==> config.mk <==
export PLATFORM = sky130hd
export DESIGN_NAME = reg_mem_responder
export DESIGN_NICKNAME = d
export VERILOG_FILES = /design/src/rtl/reg_mem_pkg.sv /design/src/rtl/reg_mem_array.sv /design/src/rtl/reg_mem_responder.sv
export SDC_FILE = /design/constraint.sdc
export NUM_CORES = 1
export LEC_CHECK = 0
export BUFFER_PORTS_ARGS = -buffer_cell sky130_fd_sc_hd__buf_2
export CORE_MARGIN = 2
export CORE_UTILIZATION = 40
export CTS_CLUSTER_SIZE = 16
export DETAILED_ROUTE_END_ITERATION = 10
export GPL_TIMING_DRIVEN = 0
export HOLD_SLACK_MARGIN = 0.03
export SLEW_MARGIN = 20
export SYNTH_ARGS = -nofsm -noshare
export SYNTH_HDL_FRONTEND = slang
export SYNTH_SLANG_ARGS = --single-unit
==> constraint.sdc <==
create_clock -name clk -period 2.2 [get_ports clk]
set_clock_uncertainty 0.05 [all_clocks]
set_input_delay 0.44 -clock clk [delete_from_list [all_inputs] [get_ports clk]]
set_output_delay 0.44 -clock clk [all_outputs]
set_load 0.02 [all_outputs]
==> src/rtl/reg_mem_pkg.sv <==
// Shared types and default widths for the register-memory responder.
// Holds no logic and has no latency; backpressure does not apply.
// Default widths give a 16 x 20-bit register file.
package reg_mem_pkg;

    localparam int ADDR_WIDTH_DEF = 4;
    localparam int DATA_WIDTH_DEF = 20;
    localparam int DEPTH_DEF      = 2 ** ADDR_WIDTH_DEF;

    typedef enum logic {
        INIT = 1'b0,
        RUN  = 1'b1
    } reg_mem_state_e;

    typedef logic [ADDR_WIDTH_DEF-1:0] addr_t;
    typedef logic [DATA_WIDTH_DEF-1:0] data_t;

endpackage

==> src/rtl/reg_mem_array.sv <==
// Register storage with one synchronous write port and one registered read port.
// Latency: read data appears one cycle after rd_en and is held until the next read.
// No backpressure: both ports accept one access every cycle.
module reg_mem_array #(
    parameter int ADDR_WIDTH = 4,
    parameter int DATA_WIDTH = 20
) (
    input  logic                  clk,
    input  logic                  rst_n,
    input  logic                  wr_en,
    input  logic [ADDR_WIDTH-1:0] wr_addr,
    input  logic [DATA_WIDTH-1:0] wr_dat,
    input  logic                  rd_en,
    input  logic [ADDR_WIDTH-1:0] rd_addr,
    output logic [DATA_WIDTH-1:0] rd_dat
);

    localparam int DEPTH = 2 ** ADDR_WIDTH;

    // Storage has no reset; the responder clears it by walking every entry.
    logic [DATA_WIDTH-1:0] mem_q [DEPTH];
    logic [DATA_WIDTH-1:0] rd_dat_q;
    logic [DATA_WIDTH-1:0] rd_dat_d;

    always_ff @(posedge clk) begin
        if (wr_en) begin
            mem_q[wr_addr] <= wr_dat;
        end
    end

    always_comb begin
        rd_dat_d = rd_dat_q;
        if (rd_en) begin
            rd_dat_d = mem_q[rd_addr];
        end
    end

    always_ff @(posedge clk or negedge rst_n) begin
        if (!rst_n) begin
            rd_dat_q <= '0;
        end else begin
            rd_dat_q <= rd_dat_d;
        end
    end

    assign rd_dat = rd_dat_q;

endmodule

==> src/rtl/reg_mem_responder.sv <==
// Register-bus responder: clears its array after reset, then serves one write or read per cycle.
// Latency: read data and RdData_Valid one cycle after RdEn; Err one cycle after a rejected command.
// No backpressure: commands during Busy, illegal or read-only writes are dropped and flagged by Err.
module reg_mem_responder
    import reg_mem_pkg::*;
#(
    parameter int                        ADDR_WIDTH = ADDR_WIDTH_DEF,
    parameter int                        DATA_WIDTH = DATA_WIDTH_DEF,
    parameter logic [2**ADDR_WIDTH-1:0] RO_MASK    = '0
) (
    input  logic                  clk,
    input  logic                  rst,
    input  logic                  WrEn,
    input  logic                  RdEn,
    input  logic [ADDR_WIDTH-1:0] Address,
    input  logic [DATA_WIDTH-1:0] WrData,
    output logic [DATA_WIDTH-1:0] RdData,
    output logic                  RdData_Valid,
    output logic                  Busy,
    output logic                  Err
);

    localparam int                    DEPTH     = 2 ** ADDR_WIDTH;
    localparam logic [ADDR_WIDTH-1:0] LAST_ADDR = ADDR_WIDTH'(DEPTH - 1);

    reg_mem_state_e        state_q, state_d;
    logic [ADDR_WIDTH-1:0] init_cnt_q, init_cnt_d;
    logic                  err_q, err_d;
    logic                  rd_vld_q, rd_vld_d;

    logic                  arr_wr_en;
    logic [ADDR_WIDTH-1:0] arr_wr_addr;
    logic [DATA_WIDTH-1:0] arr_wr_dat;
    logic                  arr_rd_en;

    logic                  wr_req;
    logic                  rd_req;
    logic                  ro_hit;

    assign wr_req = WrEn & ~RdEn;
    assign rd_req = RdEn & ~WrEn;
    assign ro_hit = RO_MASK[Address];

    always_comb begin
        state_d     = state_q;
        init_cnt_d  = init_cnt_q;
        err_d       = 1'b0;
        rd_vld_d    = 1'b0;
        arr_wr_en   = 1'b0;
        arr_wr_addr = Address;
        arr_wr_dat  = WrData;
        arr_rd_en   = 1'b0;

        case (state_q)
            INIT: begin
                // Bus commands are refused while the clear walk owns the write port.
                arr_wr_en   = 1'b1;
                arr_wr_addr = init_cnt_q;
                arr_wr_dat  = '0;
                init_cnt_d  = init_cnt_q + ADDR_WIDTH'(1);
                err_d       = WrEn | RdEn;
                if (init_cnt_q == LAST_ADDR) begin
                    state_d = RUN;
                end
            end
            RUN: begin
                if (wr_req) begin
                    if (ro_hit) begin
                        err_d = 1'b1;
                    end else begin
                        arr_wr_en = 1'b1;
                    end
                end
                if (rd_req) begin
                    arr_rd_en = 1'b1;
                    rd_vld_d  = 1'b1;
                end
                if (WrEn && RdEn) begin
                    err_d = 1'b1;
                end
            end
            default: begin
                state_d = INIT;
            end
        endcase
    end

    always_ff @(posedge clk or negedge rst) begin
        if (!rst) begin
            state_q    <= INIT;
            init_cnt_q <= '0;
            err_q      <= 1'b0;
            rd_vld_q   <= 1'b0;
        end else begin
            state_q    <= state_d;
            init_cnt_q <= init_cnt_d;
            err_q      <= err_d;
            rd_vld_q   <= rd_vld_d;
        end
    end

    reg_mem_array #(
        .ADDR_WIDTH (ADDR_WIDTH),
        .DATA_WIDTH (DATA_WIDTH)
    ) u_array (
        .clk     (clk),
        .rst_n   (rst),
        .wr_en   (arr_wr_en),
        .wr_addr (arr_wr_addr),
        .wr_dat  (arr_wr_dat),
        .rd_en   (arr_rd_en),
        .rd_addr (Address),
        .rd_dat  (RdData)
    );

    assign RdData_Valid = rd_vld_q;
    assign Err          = err_q;
    assign Busy         = (state_q == INIT);

endmodule

==> summary.txt <==
Final layout
  – Diodes inserted: 0
  – Layout Utilization: 49.4%
  – Commonest non-fill, non-tap cell in the layout: edfxtp_1
  – Synth-to-layout area growth: 21.8%
  – Most frequent cells in the layout: edfxtp_1, mux2i_1, buf_2
  – Share of cells above drive strength 1: 29.5%
  – Layout Nets: 930
  – Final instance area: 16500 sq um

Detailed routing
  – WL/cell: 26.1 um
  – Vias per inst: 5.53
  – Drt drc: 0
  – Vias: 7615
  – Initial drt markers: 1056
  – Initial DRT Pass Iterations: 7
  – Antenna viol nets, final: 0
  – WL final: 35800 um

Outcome
  – Status: finished, final reports clean

Global route
  – Initial antenna violation count: 0
  – Vias in the first global route: 7570
  – Total grt overflow: 0
  – GRT Overall Usage: 20.3%
  – Largest net degree at the start of global routing: 28
  – Wire length of the first global-routing pass: 51400 um

Critical path
  – CP delay by family, top: simple AND/OR/NAND/NOR gates
  – Worst setup SP type: flip-flop
  – Worst-path maximum fanout: 13
  – Crit Path Category: flip-flop to flip-flop
  – Largest stage delay, worst path: 0.38 ns
  – Critical Path End Type: flip-flop
  – Critical path data arrival time: 2.33 ns
  – Sum of buffers and inverters on the critical path: 2
  – CP max stage cell: mux2i_2
  – Critical path cell sequence: buf_2 -> mux2i_2 -> nand2_2 -> nor2_4 -> buf_16
  – Required @ worst endpoint: 2.37 ns

Logic synthesis
  – Post-Syn Area: 13600 sq um
  – Cell count after synthesis: 754
  – Synth Area per Inst: 18.0 sq um
  – Post-Synthesis Net Count: 783
  – Part of the Yosys area used for sequential elements: 75.8%
  – Asr flop ratio synth: 7.78%
  – Post-synth EDFFs: 320
  – Most used DFF post-synth: edfxtp_1
  – Library cells used by synthesis: 39
  – Ys Warns: 0
  – Yosys reg bits: 347

Floorplanning
  – IO Count: 51
  – Die H: 188 um
  – Die W: 188 um
  – Initial Util: 40.6%
  – Die area: 35400 sq um
  – Row cnt: 67
  – Core area: 33400 sq um

CTS
  – Bufs on Longest Clock Path: 3
  – Clock root cell: clkbuf_16
  – H-tree Lvls: 2
  – Num CTS Buffers: 35
  – CTS tree: yes
  – Clock transition at path regs: 0.06 ns
  – Worst skew pair latency: 0.52 ns
  – # clock sinks: 347

Job
  – Max-cap viol count: 0

Power and ir drop
  – Leakage power: 0.00583 uW
  – Power Dens Cells: 842 nW/um^2
  – VDD IR max: 433 uV

Place
  – Dpl hpwl: 20800 um
  – Post-DP Area: 14700 sq um
  – Post-Place Worst Slack: -1.12 ns
  – Input/output buffers: 48
  – GP Congestion: 0.764

STA
  – Final WS setup: 0.0468 ns
  – Max-slew violations: 0
  – Setup TNS: 0 ns
  – Least-Margin Pin Slew: 0.844 ns
  – Count of final hold-check violations: 0
  – Min cycle time layout: 2.15 ns
  – Highest clock rate: 464 MHz
  – Final setup viols: 0
  – Slew headroom: 43.8%
  – RSZ-0062 raised after global routing: true
  – Final clock period utilization by the worst path: 97.9%
  – Fin Hold WS: 0.225 ns

Min path
  – Worst hold path type: primary input to flip-flop
-- sequential cells by signal, summed over array words and instances (netlist names) --
name / count
init_cnt_q: 4
u_array.rd_dat: 20
state_q: 1
u_array.mem_q: 320
Err: 1
RdData_Valid: 1
-- final cells by class --
cell class	instances	area, sq um
Buffer	41	239
Clock buffer	47	971
Clock inverter	17	120
Fill cell	2716	16900
Inverter	5	18.8
Multi-Input combinational cell	369	3390
Sequential cell	347	10300
Tap cell	448	561
Timing Repair Buffer	102	951
-- through the flow --
step	std cells	power [uW]
after floorplan	754	7970
after global placement	1250	8290
after detailed placement	1257	8320
after CTS	1375	14000
after global routing	1376	14300
final	1376	13900
-- power breakdown --
part / total (uW) / internal (uW) / switching [uW]
combinational: 898 / 310 / 589
clock: 5680 / 3240 / 2440
sequential: 7340 / 7280 / 53.1
total: 13900 / 10800 / 3090
-- per-layer routing --
| layer | vias to the layer above | wire length [um] | GRT usage, % | part of all wire (%) |
|---|---|---|---|---|
| met4 | 0 | 828 | 5.66 | 2.3 |
| met3 | 63 | 2340 | 3.05 | 6.5 |
| met2 | 300 | 17700 | 33.8 | 49 |
| met1 | 3937 | 15000 | 28.0 | 42 |
| met5 | - | 0 | 0 | 0 |
| li1 | 3315 | - | - | - |
-- cell usage after synthesis (2+ instances only) --
library cell,count,area [sq um]
buf_2,19,95.1
nand2_1,46,173
a211oi_1,15,113
o211ai_1,2,15.0
nor2_1,24,90.1
mux4_1,4,105
a22oi_1,17,128
xnor2_1,3,26.3
inv_1,5,18.8
mux2_2,2,22.5
a221oi_1,17,149
mux2i_1,106,1060
nor2b_1,6,37.5
nand3_1,33,165
edfxtp_1,320,9610
and2_1,22,138
a21oi_1,7,35.0
buf_6,3,33.8
o21ai_0,14,70.1
clkbuf_1,12,45.0
a221o_1,3,30.0
mux4_2,25,563
dfrtp_1,27,676
buf_4,7,52.6
-- kinds of logic after synthesis --
| group | count (synthesis) | share of synthesized area (%) |
|---|---|---|
| adder cells (fa/ha/maj) | 2 | 0.166 |
| buffers and inverters | 47 | 1.83 |
| multiplexers | 137 | 12.9 |
| AND/OR/NAND/NOR | 139 | 4.90 |
| flip-flops | 347 | 75.8 |
| AO/OA/AOI/OAI | 79 | 4.22 |
| XOR/XNOR | 3 | 0.194 |
-- timing repair --
action                                  CTS  global route
pin swaps                                24             1
endpoints found under the setup margin  648           480
cloned                                    9             0
hold buffers                              1             0
resized for setup                        41            16
hold endpoints to repair                 27             0
buffers inserted                         44             2
-- final timing paths --
path	startpoint	end	slack, ns	cells after the start
worst max register to register	state_q$_DFF_PN0_	u_array.mem_q[4][13]$_DFFE_PP_	0.05	5
worst min-delay path	WrEn	Err$_DFF_PN0_	0.23	2
max in group asynchronous	rst	u_array.rd_dat[17]$_DFFE_PN0P_	1.03	2
worst max-delay path	state_q$_DFF_PN0_	u_array.mem_q[4][13]$_DFFE_PP_	0.05	5
worst min register to register	u_array.rd_dat[11]$_DFFE_PN0P_	u_array.rd_dat[11]$_DFFE_PN0P_	0.44	2
min in group asynchronous	rst	u_array.rd_dat[18]$_DFFE_PN0P_	0.50	2
Note: power is estimated with default switching activity, not from simulation.
